$ cat src/rtl/fft_r4_input_reorder.sv
// Input stage of the radix-4 FFT: buffers one frame of N real samples, then drains it as
// N/4 stride-N/4 groups that map directly onto the first-stage butterfly inputs.
module fft_r4_input_reorder #(
    parameter int N      = 16,
    parameter int DATA_W = 32,
    localparam int G     = N / 4,
    localparam int WR_W  = $clog2(N),
    localparam int GRP_W = (G > 1) ? $clog2(G) : 1
) (
    input  logic                     clk,
    input  logic                     rst_n,
    input  logic                     in_valid,
    output logic                     in_ready,
    input  logic signed [DATA_W-1:0] in_data,
    output logic                     out_valid,
    input  logic                     out_ready,
    output logic signed [DATA_W-1:0] out_a,
    output logic signed [DATA_W-1:0] out_b,
    output logic signed [DATA_W-1:0] out_c,
    output logic signed [DATA_W-1:0] out_d,
    output logic [GRP_W-1:0]         out_group,
    output logic                     out_last
);

    typedef enum logic {
        FILL  = 1'b0,
        DRAIN = 1'b1
    } state_t;

    localparam logic [WR_W-1:0]  WR_LAST  = WR_W'(N - 1);
    localparam logic [GRP_W-1:0] GRP_LAST = GRP_W'(G - 1);
    localparam logic [WR_W-1:0]  OFF_B    = WR_W'(G);
    localparam logic [WR_W-1:0]  OFF_C    = WR_W'(2 * G);
    localparam logic [WR_W-1:0]  OFF_D    = WR_W'(3 * G);

    state_t                   state;
    logic [WR_W-1:0]          wr_cnt;
    logic [GRP_W-1:0]         rd_grp;
    logic signed [DATA_W-1:0] mem [N];
    logic [WR_W-1:0]          rd_base;
    logic                     in_fire;
    logic                     out_fire;
    logic                     wr_term;
    logic                     grp_term;

    assign in_fire  = in_valid && in_ready;
    assign out_fire = out_valid && out_ready;
    assign wr_term  = (wr_cnt == WR_LAST);
    assign grp_term = (rd_grp == GRP_LAST);

    // in_ready and out_valid are registered copies of the next state, so both
    // flip on the same edge as the FILL/DRAIN transition and are low in reset.
    always_ff @(posedge clk or negedge rst_n) begin
        if (!rst_n) begin
            state     <= FILL;
            wr_cnt    <= '0;
            rd_grp    <= '0;
            in_ready  <= 1'b0;
            out_valid <= 1'b0;
        end else begin
            case (state)
                FILL: begin
                    in_ready  <= 1'b1;
                    out_valid <= 1'b0;
                    if (in_fire) begin
                        if (wr_term) begin
                            wr_cnt    <= '0;
                            state     <= DRAIN;
                            in_ready  <= 1'b0;
                            out_valid <= 1'b1;
                        end else begin
                            wr_cnt <= wr_cnt + 1'b1;
                        end
                    end
                end
                DRAIN: begin
                    in_ready  <= 1'b0;
                    out_valid <= 1'b1;
                    if (out_fire) begin
                        if (grp_term) begin
                            rd_grp    <= '0;
                            state     <= FILL;
                            in_ready  <= 1'b1;
                            out_valid <= 1'b0;
                        end else begin
                            rd_grp <= rd_grp + 1'b1;
                        end
                    end
                end
                default: begin
                    state     <= FILL;
                    in_ready  <= 1'b0;
                    out_valid <= 1'b0;
                end
            endcase
        end
    end

    // in_ready is low throughout DRAIN, so the frame cannot be overwritten while it drains.
    always_ff @(posedge clk or negedge rst_n) begin
        if (!rst_n) begin
            for (int i = 0; i < N; i++) begin
                mem[i] <= '0;
            end
        end else if (in_fire) begin
            mem[wr_cnt] <= in_data;
        end
    end

    assign rd_base   = WR_W'(rd_grp);
    assign out_a     = mem[rd_base];
    assign out_b     = mem[rd_base + OFF_B];
    assign out_c     = mem[rd_base + OFF_C];
    assign out_d     = mem[rd_base + OFF_D];
    assign out_group = rd_grp;
    assign out_last  = out_valid && grp_term;

endmodule
$ cat config.mk
export PLATFORM = sky130hd
export DESIGN_NAME = fft_r4_input_reorder
export DESIGN_NICKNAME = d
export VERILOG_FILES = /design/src/rtl/fft_r4_input_reorder.sv
export SDC_FILE = /design/constraint.sdc
export NUM_CORES = 1
export LEC_CHECK = 0
export ABC_AREA = 0
export BUFFER_PORTS_ARGS = -buffer_cell sky130_fd_sc_hd__buf_2
export CAP_MARGIN = 20
export CORE_ASPECT_RATIO = 1.5
export CORE_UTILIZATION = 47
export CTS_CLUSTER_DIAMETER = 200
export CTS_CLUSTER_SIZE = 28
export DETAILED_ROUTE_END_ITERATION = 7
export GPL_ROUTABILITY_DRIVEN = 0
export GPL_TIMING_DRIVEN = 0
export PLACE_DENSITY_LB_ADDON = 0.15
export SETUP_SLACK_MARGIN = 0.4
export SLEW_MARGIN = 20
export SYNTH_ARGS = -nofsm -noshare
export SYNTH_HDL_FRONTEND = slang
export SYNTH_SLANG_ARGS = --single-unit
$ cat constraint.sdc
create_clock -name clk -period 2.28 [get_ports clk]
set_input_delay 0.342 -clock clk [delete_from_list [all_inputs] [get_ports clk]]
set_output_delay 0.342 -clock clk [all_outputs]
set_load 0.1 [all_outputs]
==> impl_results.md <==
* Required time of the critical path at 1.94 ns
* Synth unique cells at 25
* Crit-path cells: clkbuf_16 -> clkbuf_16 -> buf_16 -> mux4_2 -> buf_12
* N_diodes at 0
* Final setup violation count at 128
* CTS HTree Levels at 1
* Synth Instances at 1321
* First DRT Iteration DRCs at 473
* Fmax at 373 MHz
* Post-synthesis adder-cell area fraction at 0.279%
* Rows at 97
* Tmin final at 2.68 ns
* Max incr delay on CP at 0.51 ns
* Crit path top cell by count: clkbuf_16
* Vias in the first global route at 13300
* HPWL Detailed at 36.0 mm
* Initial antenna violation count at 2
* Fin. max-slew vios at 0
* Nets at 1604
* Die X at 180 um
* Share of cells above drive strength 1 at 63.3%
* Pin count of the biggest net entering global routing at 102
* Die Span Y at 270 um
* CTS max path bufs at 3
* Synth async-reset ratio at 100%
* Core Area at 47000 um2
* Wire length per cell after detailed routing at 24.8 um
* CTS tree: yes
* Synth Warn # at 0
* Crit Path Max Fanout at 7
* Via count at 12200
* Drc violations at 0
* Synth Flop Type: dfrtp_1
* Top Family by Delay on Critical Path: buffers and inverters
* Clk_lat worst skew at 0.57 ns
* Synth Area in Compound Gates at 0.256%
* Routed Antenna Nets at 0
* Clock transition at path regs at 0.10 ns
* Slowest-stage cell, CP: dfrtp_4
* IO Pins at 169
* Post-synthesis sequential area ratio at 57.9%
* Initial core utilization at 47.8%
* Crit Path Class: reg2out
* RSZ-0062 raised after global routing: true
* Global-route wire length before repair at 82.4 mm
* Total GRT Usage at 22.3%
* Synthesized flop and latch total at 520
* Period utilization at 118%
* # Max-Cap Violations at 0
* Syn_nets at 1362
* Grt ovf at 0
* CP endpoint kind: primary output
* Final hold slack at 0.0198 ns
* Final Hold Viols at 0
* Critical Path AT at 2.34 ns
* Post-Syn Area per Cell at 17.0 um2
* Failing checks: setup timing
* Hold Path Class: in2reg
* Max Clock Skew at 0.0168 ns
* Most common cell after layout, fill and taps aside: dfrtp_1
* Synth Area in XOR/XNOR at 0.0390%
* Die footprint at 48700 um2
* Synth Area in Simple Gates at 0.607%
* TritonCTS Sinks at 520
* Fraction of synthesized area in multiplexers at 38.6%
* P&R area growth vs syn at 21.0%
* Final WL at 53.6 mm
* Outcome: complete, but fails checks
* Cell Area, Synth at 22500 um2
* Number of enable flip-flop cells after synthesis at 0
* PortBufs at 168
* Max-slew headroom at 57.9%
* DRT Pass-1 Iters at 4
* Main combinational cell family by area after synthesis: multiplexers
* Setup WS post-layout at -0.404 ns
* Startpoint types: flip-flop
* R2R setup slack at 0.22 ns
* Vias/cell at 5.67
* Root Buffer: clkbuf_16
* Leading cell types in the layout, fill and taps excluded: 514 x dfrtp_1, 477 x mux2_2, 128 x mux4_2
* Critical path buffer and inverter count at 4
* CTS buffer count at 22
* Slew @ Worst Pin at 0.632 ns
==> stage by stage <==
| stage | instances | setup WS [ns] | TNS, ns | area, um2 | utilization [%] |
|---|---|---|---|---|---|
| finish | 2159 | -0.404 | -44.15 | 27200 | 57.8 |
| global route | 2159 | -0.453 | -52.23 | 27200 | 57.8 |
| CTS | 2121 | -0.434 | -49.39 | 26100 | 55.5 |
| detailed placement | 2088 | -0.672 | -58.10 | 24300 | 51.8 |
| global placement | 2083 | -11.22 | -4943.61 | 24200 | 51.5 |
| floorplan | 1321 | 0.0245 | 0 | 22600 | - |
==> Yosys cell counts, types with 2 or more instances <==
library cell | instances | area share (%)
dfrtp_1 | 520 | 58
mux2_2 | 497 | 25
mux4_2 | 128 | 13
buf_2 | 61 | 1.4
clkbuf_1 | 50 | 0.84
mux2_1 | 17 | 0.85
nor2_1 | 13 | 0.22
ha_1 | 5 | 0.28
nand3_1 | 4 | 0.089
or3_1 | 4 | 0.11
inv_1 | 3 | 0.050
nand2_1 | 3 | 0.050
a21o_1 | 2 | 0.067
buf_1 | 2 | 0.033
nand2b_1 | 2 | 0.056
==> final timing paths <==
| check | depth (start not counted) | end | startpoint |
|---|---|---|---|
| max | 5 | out_b[0] | out_group[0] |
| max reg2reg | 8 | mem[446] | wr_cnt[0] |
| min reg2reg | 1 | mem[259] | mem[259] |
| min | 3 | in_ready | out_ready |
| min in group asynchronous | 2 | mem[495] | rst_n |
| max in group asynchronous | 4 | mem[21] | rst_n |
==> logic make-up after synthesis <==
kind of cell	Yosys count
mux	642
xor+xnor	1
compound gates	8
fa+ha+maj	5
simple gates	29
flops	520
buf+inv	116
==> area by class of cell <==
class	count	area, um2
buffer	113	1160
clock inverter	1	16.3
sequential	520	13000
timing repair buffer	218	2350
fill	3628	19800
tap	594	743
multi-input combinational	685	9270
inverter	3	13.8
clock buffer	25	583
==> tightest hold or removal path, cell delays in order <==
cell	delay, ns
buf_2	0.09
nand2_1	0.06
o21ai_0	0.07
==> sequential cells by signal (all words and copies together), names as in the netlist <==
signal and cells:
state 1, in_ready 1, wr_cnt 4, mem 512
out_group 2
==> routing by layer <==
| metal | share of wire, % | global-route usage [%] | vias up |
|---|---|---|---|
| met4 | 2.6 | 6.23 | 4 |
| met5 | 0.047 | 0 | - |
| met2 | 53 | 39.5 | 174 |
| li1 | - | - | 5318 |
| met3 | 3.2 | 3.15 | 68 |
| met1 | 41 | 28.6 | 6676 |
==> timing repair <==
action,in CTS,in global routing
cloned,5,1
hold endpoints to repair,55,0
setup buffers,1,37
pin swaps,0,11
resized for setup,308,268
hold buffers,1,0
setup endpoints to repair,626,634
Power is left out: the tool's default activity adds up to more than one toggle a clock period on the data nets, which glitch-free logic cannot reach.
